### src/rtl/hazard_stall_unit.sv
// Hazard detection and front-end stall control for the in-order pipeline.
// Catches the hazards forwarding cannot cover:
// - load-use against EX
// - an ID-stage branch compare waiting on a load in MEM
// - HI/LO reads or new mult/div issues while the mult/div unit is busy
// It owns the mult/div busy counter and a saturating stall-cycle counter.
//
// Ports:
//   clk, rst             clock, synchronous active-high reset
//   IF_ID_*              register numbers and class flags of the instruction in ID
//   ID_EX_Rdest/memR     destination and load flag of the instruction in EX
//   EX_MEM_Rd/memR       destination and load flag of the instruction in MEM
//   PC_write/IF_ID_write front-end update enables (low while stalling)
//   ID_EX_flush          inject a bubble into ID_EX
//   md_accept            mult/div in ID issues this cycle
//   md_busy/md_done      mult/div occupancy and HI/LO-written pulse
//   hazard_cause         00 none, 01 load-use, 10 branch-load, 11 mult/div
//   stall_cnt            saturating count of stall cycles
module hazard_stall_unit #(
  parameter int unsigned MD_LATENCY = 4,
  parameter int unsigned CNT_W      = 16
) (
  input  logic             clk,
  input  logic             rst,
  input  logic [4:0]       IF_ID_Rs,
  input  logic [4:0]       IF_ID_Rt,
  input  logic             IF_ID_useRs,
  input  logic             IF_ID_useRt,
  input  logic             IF_ID_branch,
  input  logic             IF_ID_hilo_rd,
  input  logic             IF_ID_md_issue,
  input  logic [4:0]       ID_EX_Rdest,
  input  logic             ID_EX_memR,
  input  logic [4:0]       EX_MEM_Rd,
  input  logic             EX_MEM_memR,
  output logic             PC_write,
  output logic             IF_ID_write,
  output logic             ID_EX_flush,
  output logic             md_accept,
  output logic             md_busy,
  output logic             md_done,
  output logic [1:0]       hazard_cause,
  output logic [CNT_W-1:0] stall_cnt
);

  localparam logic [3:0] MdLoad = 4'(MD_LATENCY);

  logic [3:0]       md_count_q, md_count_d;
  logic [CNT_W-1:0] stall_cnt_q, stall_cnt_d;
  logic             load_use, br_load, md_haz, stall;

  // $0 is hard-wired, so it can never be the subject of a hazard.
  function automatic logic src_hit(input logic use_src, input logic [4:0] src,
                                   input logic [4:0] dest);
    return use_src && (dest != 5'd0) && (dest == src);
  endfunction

  assign md_busy = (md_count_q != 4'd0);
  // An op abandoned by reset must not report completion.
  assign md_done = !rst && (md_count_q == 4'd1);

  always_comb begin
    load_use = ID_EX_memR &&
               (src_hit(IF_ID_useRs, IF_ID_Rs, ID_EX_Rdest) ||
                src_hit(IF_ID_useRt, IF_ID_Rt, ID_EX_Rdest));
    // A branch on a load still in EX is already held by load_use; this term
    // supplies the second stall cycle once the load reaches MEM.
    br_load  = IF_ID_branch && EX_MEM_memR &&
               (src_hit(IF_ID_useRs, IF_ID_Rs, EX_MEM_Rd) ||
                src_hit(IF_ID_useRt, IF_ID_Rt, EX_MEM_Rd));
    // Includes the md_done cycle: HI/LO is only readable on the cycle after.
    md_haz   = md_busy && (IF_ID_hilo_rd || IF_ID_md_issue);
    stall    = !rst && (load_use || br_load || md_haz);
  end

  always_comb begin
    hazard_cause = 2'b00;
    if (rst)           hazard_cause = 2'b00;
    else if (load_use) hazard_cause = 2'b01;
    else if (br_load)  hazard_cause = 2'b10;
    else if (md_haz)   hazard_cause = 2'b11;
  end

  assign PC_write    = !stall;
  assign IF_ID_write = !stall;
  assign ID_EX_flush = stall;
  assign md_accept   = IF_ID_md_issue && !stall && !rst;
  assign stall_cnt   = stall_cnt_q;

  always_comb begin
    md_count_d  = md_count_q;
    stall_cnt_d = stall_cnt_q;
    if (rst) begin
      md_count_d  = 4'd0;
      stall_cnt_d = '0;
    end else begin
      if (md_accept)               md_count_d = MdLoad;
      else if (md_count_q != 4'd0) md_count_d = md_count_q - 4'd1;
      if (stall && (stall_cnt_q != {CNT_W{1'b1}})) stall_cnt_d = stall_cnt_q + 1'b1;
    end
  end

  always_ff @(posedge clk) begin
    md_count_q  <= md_count_d;
    stall_cnt_q <= stall_cnt_d;
  end

endmodule
### config.mk
export PLATFORM = sky130hd
export DESIGN_NAME = hazard_stall_unit
export DESIGN_NICKNAME = d
export VERILOG_FILES = /design/src/rtl/hazard_stall_unit.sv
export SDC_FILE = /design/constraint.sdc
export NUM_CORES = 1
export LEC_CHECK = 0
export CAP_MARGIN = 40
export CELL_PAD_IN_SITES_DETAIL_PLACEMENT = 0
export CELL_PAD_IN_SITES_GLOBAL_PLACEMENT = 1
export CORE_MARGIN = 5
export CORE_UTILIZATION = 31
export CTS_CLUSTER_DIAMETER = 120
export CTS_CLUSTER_SIZE = 10
export DETAILED_ROUTE_END_ITERATION = 16
export GPL_ROUTABILITY_DRIVEN = 0
export PLACE_DENSITY_LB_ADDON = 0.1
export RECOVER_POWER = 25
export SLEW_MARGIN = 10
export SYNTH_ARGS = -nofsm -noshare
export SYNTH_HDL_FRONTEND = slang
export SYNTH_SLANG_ARGS = --single-unit
### constraint.sdc
create_clock -name clk -period 2.33 [get_ports clk]
set_clock_uncertainty 0.05 [all_clocks]
set_input_delay 0.233 -clock clk [delete_from_list [all_inputs] [get_ports clk]]
set_output_delay 0.233 -clock clk [all_outputs]
set_load 0.02 [all_outputs]
==> reports/qor.txt, run 1 <==
Worst-path cell chain = dlygate4sd2_1, xor2_2, nor4_4, a32oi_2, o221a_4, buf_4, buf_8, or4_1, a21oi_1
Worst Path Buf+Inv = 3
Clock latency at the later pin of the worst-skew pair = 260 ps
Overall Power = 1.887 mW
Yosys warning count = 0
Via density = 5.437
Hold WC Path Type = reg -> reg
VDD IR max = 0.0003142 V
Final min period = 2248 ps
Core Area = 4384 um^2
Boundary Pins = 53
Instance count of the mapped netlist = 176
Final hold vios = 0
Max stage delay cell, worst path = or4_1
Avg Cell Area, Syn = 8.005 um^2
Worst slew pin tran = 464.2 ps
CP required = 2470 ps
Kind of end point of the critical path = register
WL met2 = 2363 um
Final std cells w/o fill = 309
Fin. max-slew vios = 0
Critical Path Start Type = primary input
Pin count of the biggest net entering global routing = 20
CP Class = in -> reg
Drt pass-1 iters = 4
Register area share after synthesis = 28.42%
#FFs+latches synth = 20
Clock buffer depth = 2
Detailed Place HPWL = 3474 um
Post-synth top area share = 28.42%
Num rows = 24
Synth unique cells = 39
Detailed Route WL = 4551 um
Metal-1 WL = 1943 um
Crit share post-route = 96.48%
Clk pin slew, worst setup/hold paths = 80 ps
Total track usage = 15.08%
Top FF cell, synth = dfxtp_1
Met3 wire length = 207 um
Area Growth Syn to Fin = 70.16%
Die area = 5993 um^2
First-pass GRT wire length = 7693 um
N_diodes = 0
Cell family with most CP delay = simple AND/OR/NAND/NOR gates
Wirelength per Cell = 14.73 um
Leak pwr = 0.9432 nW
Clock Tree Root = clkbuf_8
RSZ-0062 raised after global routing = no
Crit. path cell count = 9
Clock buffer count from CTS = 3
Worst slew margin = 68.92%
Post-synth top cells = dfxtp_1, a21oi_1, nor2_1, or4_1, xnor2_1
Placed inst area = 2145 um^2
Post-cts hold buffer count = 0
CP max stage delay = 500 ps
Area leader, netlist = dfxtp_1
Power density over the cells = 787.0 nW/um^2
Count leader, synth = dfxtp_1
Nets@finish = 290
Layout fillers = 417
Initial antenna violation count = 0
Vias in the first global route = 1731
Mapped Nets = 208
Worst Hold Depth = 2
Die Y-Extent = 77.42 um
CP max FO = 5
Max-cap violations = 0
Setup-failing EPs final = 0
Top sig layer = met4
Peak Freq = 444.8 MHz
Htree depth = 1
# port buffers = 52
Via count = 1680
Final instance area = 2397 um^2
Share of cells above drive strength 1 = 23.35%
Drt drc = 0
Dpl cells = 297
TNS Setup = 0 ps
EDFF count, synth = 0
Die Width = 77.42 um
Status = finished, final reports clean
R2R cell count = 9
CTS tree = yes
Top post-synthesis cells by area = dfxtp_1, xnor2_1, or4_1
Grt ovf = 0
Post-route ant nets = 0
Post-Synthesis Cell Area = 1409 um^2
Share of synthesized flip-flops with an asynchronous set or reset = 0%
Starting Density = 32.13%
Total clock sinks = 20
Starting DRT DRC Count = 65
WP data arrival = 2390 ps
Finished Core Util = 54.68%
-- cell families (layout without fill, tap and decap cells) --
| kind of cell | count (synthesis) | count (layout) | share of synthesized area [%] |
|---|---|---|---|
| and+or+nand+nor | 66 | 66 | 26.02 |
| buffers and inverters | 15 | 96 | 5.150 |
| AOI/OAI and AO/OA | 50 | 50 | 23.89 |
| DFF | 20 | 20 | 28.42 |
| adders and majority gates | 3 | 3 | 2.665 |
| muxes | 1 | 1 | 0.7992 |
| xor gates and xnor gates | 21 | 21 | 13.06 |
-- placed cells by master (no fill, tap or decap), drive strengths merged, types with 2 or more instances in the layout --
master and instances:
a211oi 2, a21oi 19, and2 2, and4 2, buf 36, bufbuf 2, clkbuf 4, clkdlybuf4s50 18
dfxtp 20, dlygate4sd2 13, dlygate4sd3 9, dlymetal6s2s 6, ha 3, inv 6, nand2 12, nand3 7
nand4 5, nor2 13, nor3 4, nor4 3, o211ai 2, o21ai 6, o31ai 11, or3 3
or4 13, xnor2 13, xor2 8
-- routing by layer --
metal,up-vias,GRT usage [%]
met5,-,0
met4,0,3.093
li1,833,-
met3,8,3.356
met2,40,27.69
met1,799,17.84
-- per-stage QoR --
step	setup slack [ps]	hold slack, ps
finish	81.91	454.7
global route	4.425	491.0
CTS	0.6528	456.9
detailed placement	-491.0	444.1
global placement	-429.2	431.3
floorplan	22.01	342.2
-- flip-flops by register name, summed over array words and instances (netlist names) --
name        flops
md_count_q      4
stall_cnt      16
-- final cells by class --
class | instances | area [um^2] | area share [%]
inverters | 6 | 22.52 | 0.9395
repair buffers | 86 | 838.3 | 34.97
well taps | 52 | 65.06 | 2.714
clock inverters | 1 | 30.03 | 1.253
multi-input cells | 141 | 999.7 | 41.70
flip-flops and latches | 20 | 400.4 | 16.70
clock buffers | 3 | 41.29 | 1.722
-- power by group --
| group | leakage [nW] | total [mW] | internal (mW) | switching [mW] |
|---|---|---|---|---|
| registers | 0.162 | 0.426 | 0.383 | 0.0431 |
| logic | 0.745 | 1.11 | 0.626 | 0.486 |
| clock network | 0.0357 | 0.349 | 0.229 | 0.120 |
| total | 0.943 | 1.89 | 1.24 | 0.649 |
-- worst paths after layout --
path	startpoint	endpoint	slack [ps]
max	ID_EX_Rdest[2]	stall_cnt[9]	80
min	stall_cnt[6]	stall_cnt[6]	450
max reg2reg	md_count_q[0]	stall_cnt[9]	210
min reg2reg	stall_cnt[6]	stall_cnt[6]	450
-- repair_timing --
action,4_1_cts,5_1_grt
endpoints found under the setup margin,19,18
gates cloned,2,0
pin swaps,21,8
buffers inserted,5,2
resized for setup,53,13
-- tightest hold or removal path, delay by kind of cell, from the launching register on --
| family | cells | cell delay (ps) |
|---|---|---|
| DFF | 1 | 340 |
| AOI/OAI and AO/OA | 2 | 130 |
No activity file was read; power rests on OpenSTA's default activity.
==> run 2: changes to the inputs <==
ABC_CLOCK_PERIOD_IN_PS = 2330   (was unset)
==> results of run 2 <==
The final DEF is identical to that of run 1; final timing and power are the same.
